File: src/rtl/mrd_sink_wr_gen.sv
// Sink-side write-address generator for the mixed-radix DFT bank memory.
// Spreads a framed sample stream round-robin over NBANK banks and flags framing events.
module mrd_sink_wr_gen #(
  parameter int         NBANK     = 7,
  parameter int         WADDR     = 8,
  parameter int         WCNT      = 12,
  parameter int         DW        = 36,
  parameter logic [2:0] SINK_ST   = 3'd1,
  parameter int         OVT_LIMIT = 2047
) (
  input  logic             clk,
  input  logic             rst,
  input  logic [2:0]       fsm,
  input  logic [WCNT-1:0]  frame_len,
  input  logic             in_valid,
  input  logic             in_sop,
  input  logic             in_eop,
  input  logic [DW-1:0]    in_data,
  output logic [NBANK-1:0] wr_en,
  output logic [WADDR-1:0] wr_addr,
  output logic [DW-1:0]    wr_data,
  output logic             sink_3_4,
  output logic             twdl_sop_sink,
  output logic             sink_done,
  output logic             len_err,
  output logic             overTime,
  output logic [WCNT-1:0]  cnt_sink
);

  localparam int BW = $clog2(NBANK);
  localparam int OW = $clog2(OVT_LIMIT + 1);
  localparam logic [WCNT:0] MAX_LEN = (WCNT+1)'(NBANK) << WADDR;

  logic             active_q, active_d;
  logic [WCNT-1:0]  len_q, len_d, cnt_q, cnt_d;
  logic [BW-1:0]    bi_q, bi_d;
  logic [WADDR-1:0] row_q, row_d;
  logic [OW-1:0]    ovt_q;

  logic             sop_ok, do_wr, is_last, t34_ok, hit34, hit_tw, err, closing;
  logic [WCNT-1:0]  cur_len, cur_idx, t34;
  logic [BW-1:0]    wr_bi;
  logic [WADDR-1:0] wr_row;
  logic [NBANK-1:0] wr_en_d;

  // An accepted sop restarts indexing at bank 0 / row 0 with the new length.
  always_comb begin
    sop_ok  = (frame_len != '0) && ({1'b0, frame_len} <= MAX_LEN);
    cur_len = in_sop ? frame_len : len_q;
    cur_idx = in_sop ? '0 : cnt_q;
    wr_bi   = in_sop ? '0 : bi_q;
    wr_row  = in_sop ? '0 : row_q;
    t34     = (cur_len >> 2) + (cur_len >> 1);
    do_wr   = in_valid && (in_sop ? sop_ok : active_q);
    is_last = (cur_idx == cur_len - WCNT'(1));
    t34_ok  = (t34 >= WCNT'(2));
    hit34   = do_wr && t34_ok && (cur_idx == t34 - WCNT'(1));
    hit_tw  = do_wr && t34_ok && (cur_idx == t34 - WCNT'(2));
    closing = do_wr && (is_last || in_eop);
    err     = in_valid && ((in_sop && (active_q || !sop_ok)) ||
                           (!in_sop && !active_q) ||
                           (do_wr && in_eop && !is_last));
  end

  always_comb begin
    active_d = active_q;
    len_d    = len_q;
    cnt_d    = cnt_q;
    bi_d     = bi_q;
    row_d    = row_q;
    if (in_valid && in_sop && !sop_ok) begin
      active_d = 1'b0;
      cnt_d    = '0;
      bi_d     = '0;
      row_d    = '0;
    end else if (closing) begin
      active_d = 1'b0;
      cnt_d    = '0;
      bi_d     = '0;
      row_d    = '0;
    end else if (do_wr) begin
      active_d = 1'b1;
      len_d    = cur_len;
      cnt_d    = cur_idx + WCNT'(1);
      if (wr_bi == BW'(NBANK - 1)) begin
        bi_d  = '0;
        row_d = wr_row + WADDR'(1);
      end else begin
        bi_d  = wr_bi + BW'(1);
        row_d = wr_row;
      end
    end
  end

  // Bank 0 sits in the MSB of the enable vector.
  for (genvar b = 0; b < NBANK; b++) begin : g_bank
    assign wr_en_d[NBANK-1-b] = do_wr && (wr_bi == BW'(b));
  end

  always_ff @(posedge clk) begin
    if (rst) begin
      active_q      <= 1'b0;
      len_q         <= '0;
      cnt_q         <= '0;
      bi_q          <= '0;
      row_q         <= '0;
      ovt_q         <= '0;
      wr_en         <= '0;
      wr_addr       <= '0;
      wr_data       <= '0;
      sink_3_4      <= 1'b0;
      twdl_sop_sink <= 1'b0;
      sink_done     <= 1'b0;
      len_err       <= 1'b0;
      overTime      <= 1'b0;
    end else begin
      active_q      <= active_d;
      len_q         <= len_d;
      cnt_q         <= cnt_d;
      bi_q          <= bi_d;
      row_q         <= row_d;
      wr_en         <= wr_en_d;
      wr_addr       <= wr_row;
      wr_data       <= in_data;
      sink_3_4      <= hit34;
      twdl_sop_sink <= hit_tw;
      sink_done     <= do_wr && is_last;
      len_err       <= err;
      if (fsm == SINK_ST) begin
        if (ovt_q != OW'(OVT_LIMIT)) ovt_q <= ovt_q + OW'(1);
      end else begin
        ovt_q <= '0;
      end
      overTime      <= (fsm == SINK_ST) && (ovt_q == OW'(OVT_LIMIT));
    end
  end

  assign cnt_sink = cnt_q;

endmodule

File: config.mk
export PLATFORM = sky130hd
export DESIGN_NAME = mrd_sink_wr_gen
export DESIGN_NICKNAME = d
export VERILOG_FILES = /design/src/rtl/mrd_sink_wr_gen.sv
export SDC_FILE = /design/constraint.sdc
export NUM_CORES = 1
export LEC_CHECK = 0
export BUFFER_PORTS_ARGS = -buffer_cell sky130_fd_sc_hd__buf_2
export CELL_PAD_IN_SITES_DETAIL_PLACEMENT = 1
export CELL_PAD_IN_SITES_GLOBAL_PLACEMENT = 1
export CORE_MARGIN = 10
export CORE_UTILIZATION = 41
export DETAILED_ROUTE_END_ITERATION = 12
export GPL_ROUTABILITY_DRIVEN = 0
export PLACE_DENSITY = 0.9
export SYNTH_ARGS = -nofsm -noshare
export SYNTH_HDL_FRONTEND = slang
export SYNTH_SLANG_ARGS = --single-unit
File: constraint.sdc
create_clock -name clk -period 7.4 [get_ports clk]
set_input_delay 0.37 -clock clk [delete_from_list [all_inputs] [get_ports clk]]
set_output_delay 0.37 -clock clk [all_outputs]
set_load 0.02 [all_outputs]
==> impl_metrics.json <==
{
  "wl_um": 19220,
  "cts_buffer_depth": 2,
  "io_pins": 124,
  "portBuffers": 123,
  "grt_pass1_vias": 5579,
  "clk_pin_slew_worst_paths_ns": 0.07,
  "power_density_mw_per_mm2": 198.5,
  "reg2reg_depth": 10,
  "antenna_left": 0,
  "postCtsResizedCells": 0,
  "num-fill-cells": 1688,
  "track_usage": 0.1891,
  "p_seq_frac": 0.422,
  "switchingPower_mw": 0.4148,
  "synth-simple-area-share": 0.2390,
  "clk_latency_ns": 0.36,
  "fin_skew_ns": 0.008832,
  "synth_top_family_by_area": "simple AND/OR/NAND/NOR gates",
  "synth_xor_area_frac": 0.1023,
  "yosys_most_used_dff": "dfxtp_1",
  "start_util": 0.4215,
  "critPathKind": "in -> reg",
  "cts_root_buf": "clkbuf_16",
  "syn_avg_cell_area_um2": 8.779,
  "muxShareOfSynthArea": 0.03323,
  "core_area_mm2": 0.01393,
  "cts-buffers-inserted": 9,
  "setup_violations": 0,
  "reg2reg_to": "bi_q[0]$_SDFFE_PP0P_",
  "dieWidth_um": 139.7,
  "ys_ff_latch": 103,
  "final_nets": 862,
  "min_to": "wr_data[9]$_SDFF_PP0_",
  "synth-seq-area-share": 0.3511,
  "min_path_cells": 2,
  "synth_cell_type_count": 72,
  "netlist_area_mm2": 0.005873,
  "drt_iter0_drc": 360,
  "combPwrFrac": 0.227,
  "hold_start": "in_data[9]",
  "wl_per_cell_um": 20.11,
  "rrSetupSlack_ns": 3.00,
  "p_leak_nw": 3.040,
  "cts.sinks": 103,
  "antenna_found_initial": 0,
  "via_per_inst": 5.658,
  "fin_tns_setup_ns": 0,
  "path_max_fanout": 40,
  "grt_overflow": 0,
  "min_period_ns": 4.871,
  "drv_slew": 0,
  "synthAdderAreaFrac": 0.07371,
  "postCtsHoldBufs": 0,
  "intPower_mw": 0.9517,
  "slew_headroom": 0.3306,
  "synth_compound_area_frac": 0.1623,
  "async_reset_ff_frac": 0,
  "grt_pass1_wl_um": 30530,
  "final_cell_mix": "buf_2, dfxtp_1, nor2b_1",
  "timing.final.crit_share": 0.6582,
  "cts.htree.levels": 3,
  "n_antenna_cell": 0,
  "final_common_cell": "buf_2",
  "rsz0062_at_grt": "false",
  "regArea_mm2": 0.002062,
  "place_hpwl_um": 14130,
  "die_area_mm2": 0.01951,
  "r2r-start": "len_q[0]$_SDFFE_PP0P_",
  "post-route-util": 0.4940,
  "syn_nets": 759,
  "drive_gt1_frac": 0.2088,
  "synth_edf_count": 0,
  "end_kind": "register",
  "drc": 0,
  "cp-start-kind": "input port",
  "final_hold_viol_count": 0,
  "status": "finished clean",
  "cp_data_required_time_ns": 7.60,
  "cts_tree": "yes",
  "vias": 5409,
  "cts_setup_buffers": 0,
  "fmax_mhz": 205.3,
  "yosys_warnings": 0,
  "grt_start_max_net_pins": 54,
  "synth_cells": 669,
  "rows": 43,
  "hold_class": "in -> reg",
  "worstMarginPinSlew_ns": 1.003,
  "p_sw_frac": 0.3035,
  "ir_drop_mv": 0.2044,
  "multi_input_area_mm2": 0.003586,
  "maxCapViolCount": 0,
  "first_pass_iters": 5,
  "die_h_um": 139.7,
  "syn_to_final_growth_pct": 17.21,
  "clkPwrFrac": 0.351,
  "cp_data_arrival_time_ns": 5.07
}
layer usage:
layer,GRT usage,up-vias,share of wire
met3,0.03573,34,0.043
met2,0.3328,136,0.52
met5,0,-,0
met4,0.06413,0,0.024
met1,0.2235,2671,0.42
li1,-,2568,-
logic make-up after synthesis:
group                      Yosys count
xor gates and xnor gates            67
and+or+nand+nor                    257
DFF                                103
muxes                               19
AOI/OAI and AO/OA                  134
buffers and inverters               55
adders and majority gates           34
cell type report:
cell class	count	area share
Inverter	21	0.01145
Timing Repair Buffer	126	0.09269
Multi-Input combinational cell	511	0.5209
Clock inverter	6	0.009996
Clock buffer	9	0.03272
Sequential cell	103	0.2995
Tap cell	180	0.03272
flip-flops by register name, indices dropped and copies added (netlist names):
register / flops
bi_q: 3
cnt_sink: 12
len_err: 1
wr_en: 7
sink_done: 1
wr_data: 36
active_q: 1
ovt_q: 11
overTime: 1
wr_addr: 8
twdl_sop_sink: 1
sink_3_4: 1
len_q: 12
row_q: 8
synth_stat cells (all sizes together), types with 3 or more instances:
cell	n	share of area
a31o	3	0.0045
a211oi	8	0.011
a211o	3	0.0045
and4	4	0.0062
mux2i	18	0.031
buf	12	0.011
nand2	42	0.028
a311oi	12	0.018
nor3b	3	0.0038
nand3	18	0.015
or4	3	0.0051
xnor2	38	0.057
dfxtp	103	0.35
ha	33	0.070
nor3	17	0.014
and4b	3	0.0051
a31oi	7	0.0075
and3	14	0.015
o211ai	8	0.011
nor2b	50	0.053
a21o	8	0.010
a21oi	29	0.025
nor2	46	0.029
xor2	28	0.042
o21a	5	0.0066
nand2b	11	0.012
a22oi	5	0.0064
o21ai	22	0.019
clkbuf	22	0.014
inv	21	0.013
nor4	5	0.0053
or3	6	0.0064
and2	17	0.018
nand4	11	0.012
worst max-delay path: stages:
cell,delay (ns)
buf_2,0.65
mux2i_1,0.52
ha_1,0.30
nand3_1,0.10
a21boi_0,0.35
xor2_1,0.13
or4_1,0.52
or3_1,0.41
o31a_1,0.62
o21bai_2,0.93
nor4_1,0.15
worst max path at each step:
stage	startpoint	end	cells after the start
2_1_floorplan	in_sop	sink_3_4$_SDFF_PP0_	19
3_5_place_dp	in_sop	bi_q[0]$_SDFFE_PP0P_	11
4_1_cts	in_sop	bi_q[0]$_SDFFE_PP0P_	11
5_1_grt	in_sop	bi_q[2]$_SDFFE_PP0P_	11
3_3_place_gp	in_sop	bi_q[0]$_SDFFE_PP0P_	11
6_report	in_sop	bi_q[0]$_SDFFE_PP0P_	11
stage by stage:
stage	power, mW	setup WS, ns	instance area (um2)	hold WS, ns	std cells
after floorplan	0.8092	2.136	5873	0.4296	669
after global placement	0.8788	2.523	6590	0.4466	941
after detailed placement	0.8907	2.336	6590	0.4605	941
after CTS	1.373	2.640	6884	0.2143	956
after global routing	1.425	2.293	6884	0.2266	956
final	1.366	2.529	6884	0.2232	956
power groups by stage:
stage	clock (mW)	sequential [mW]	combinational (mW)
2_1_floorplan	0	0.602	0.208
3_3_place_gp	0	0.587	0.292
3_5_place_dp	0	0.588	0.302
4_1_cts	0.489	0.576	0.307
5_1_grt	0.511	0.578	0.337
6_report	0.480	0.576	0.310
(Power assumes the default switching activity.)
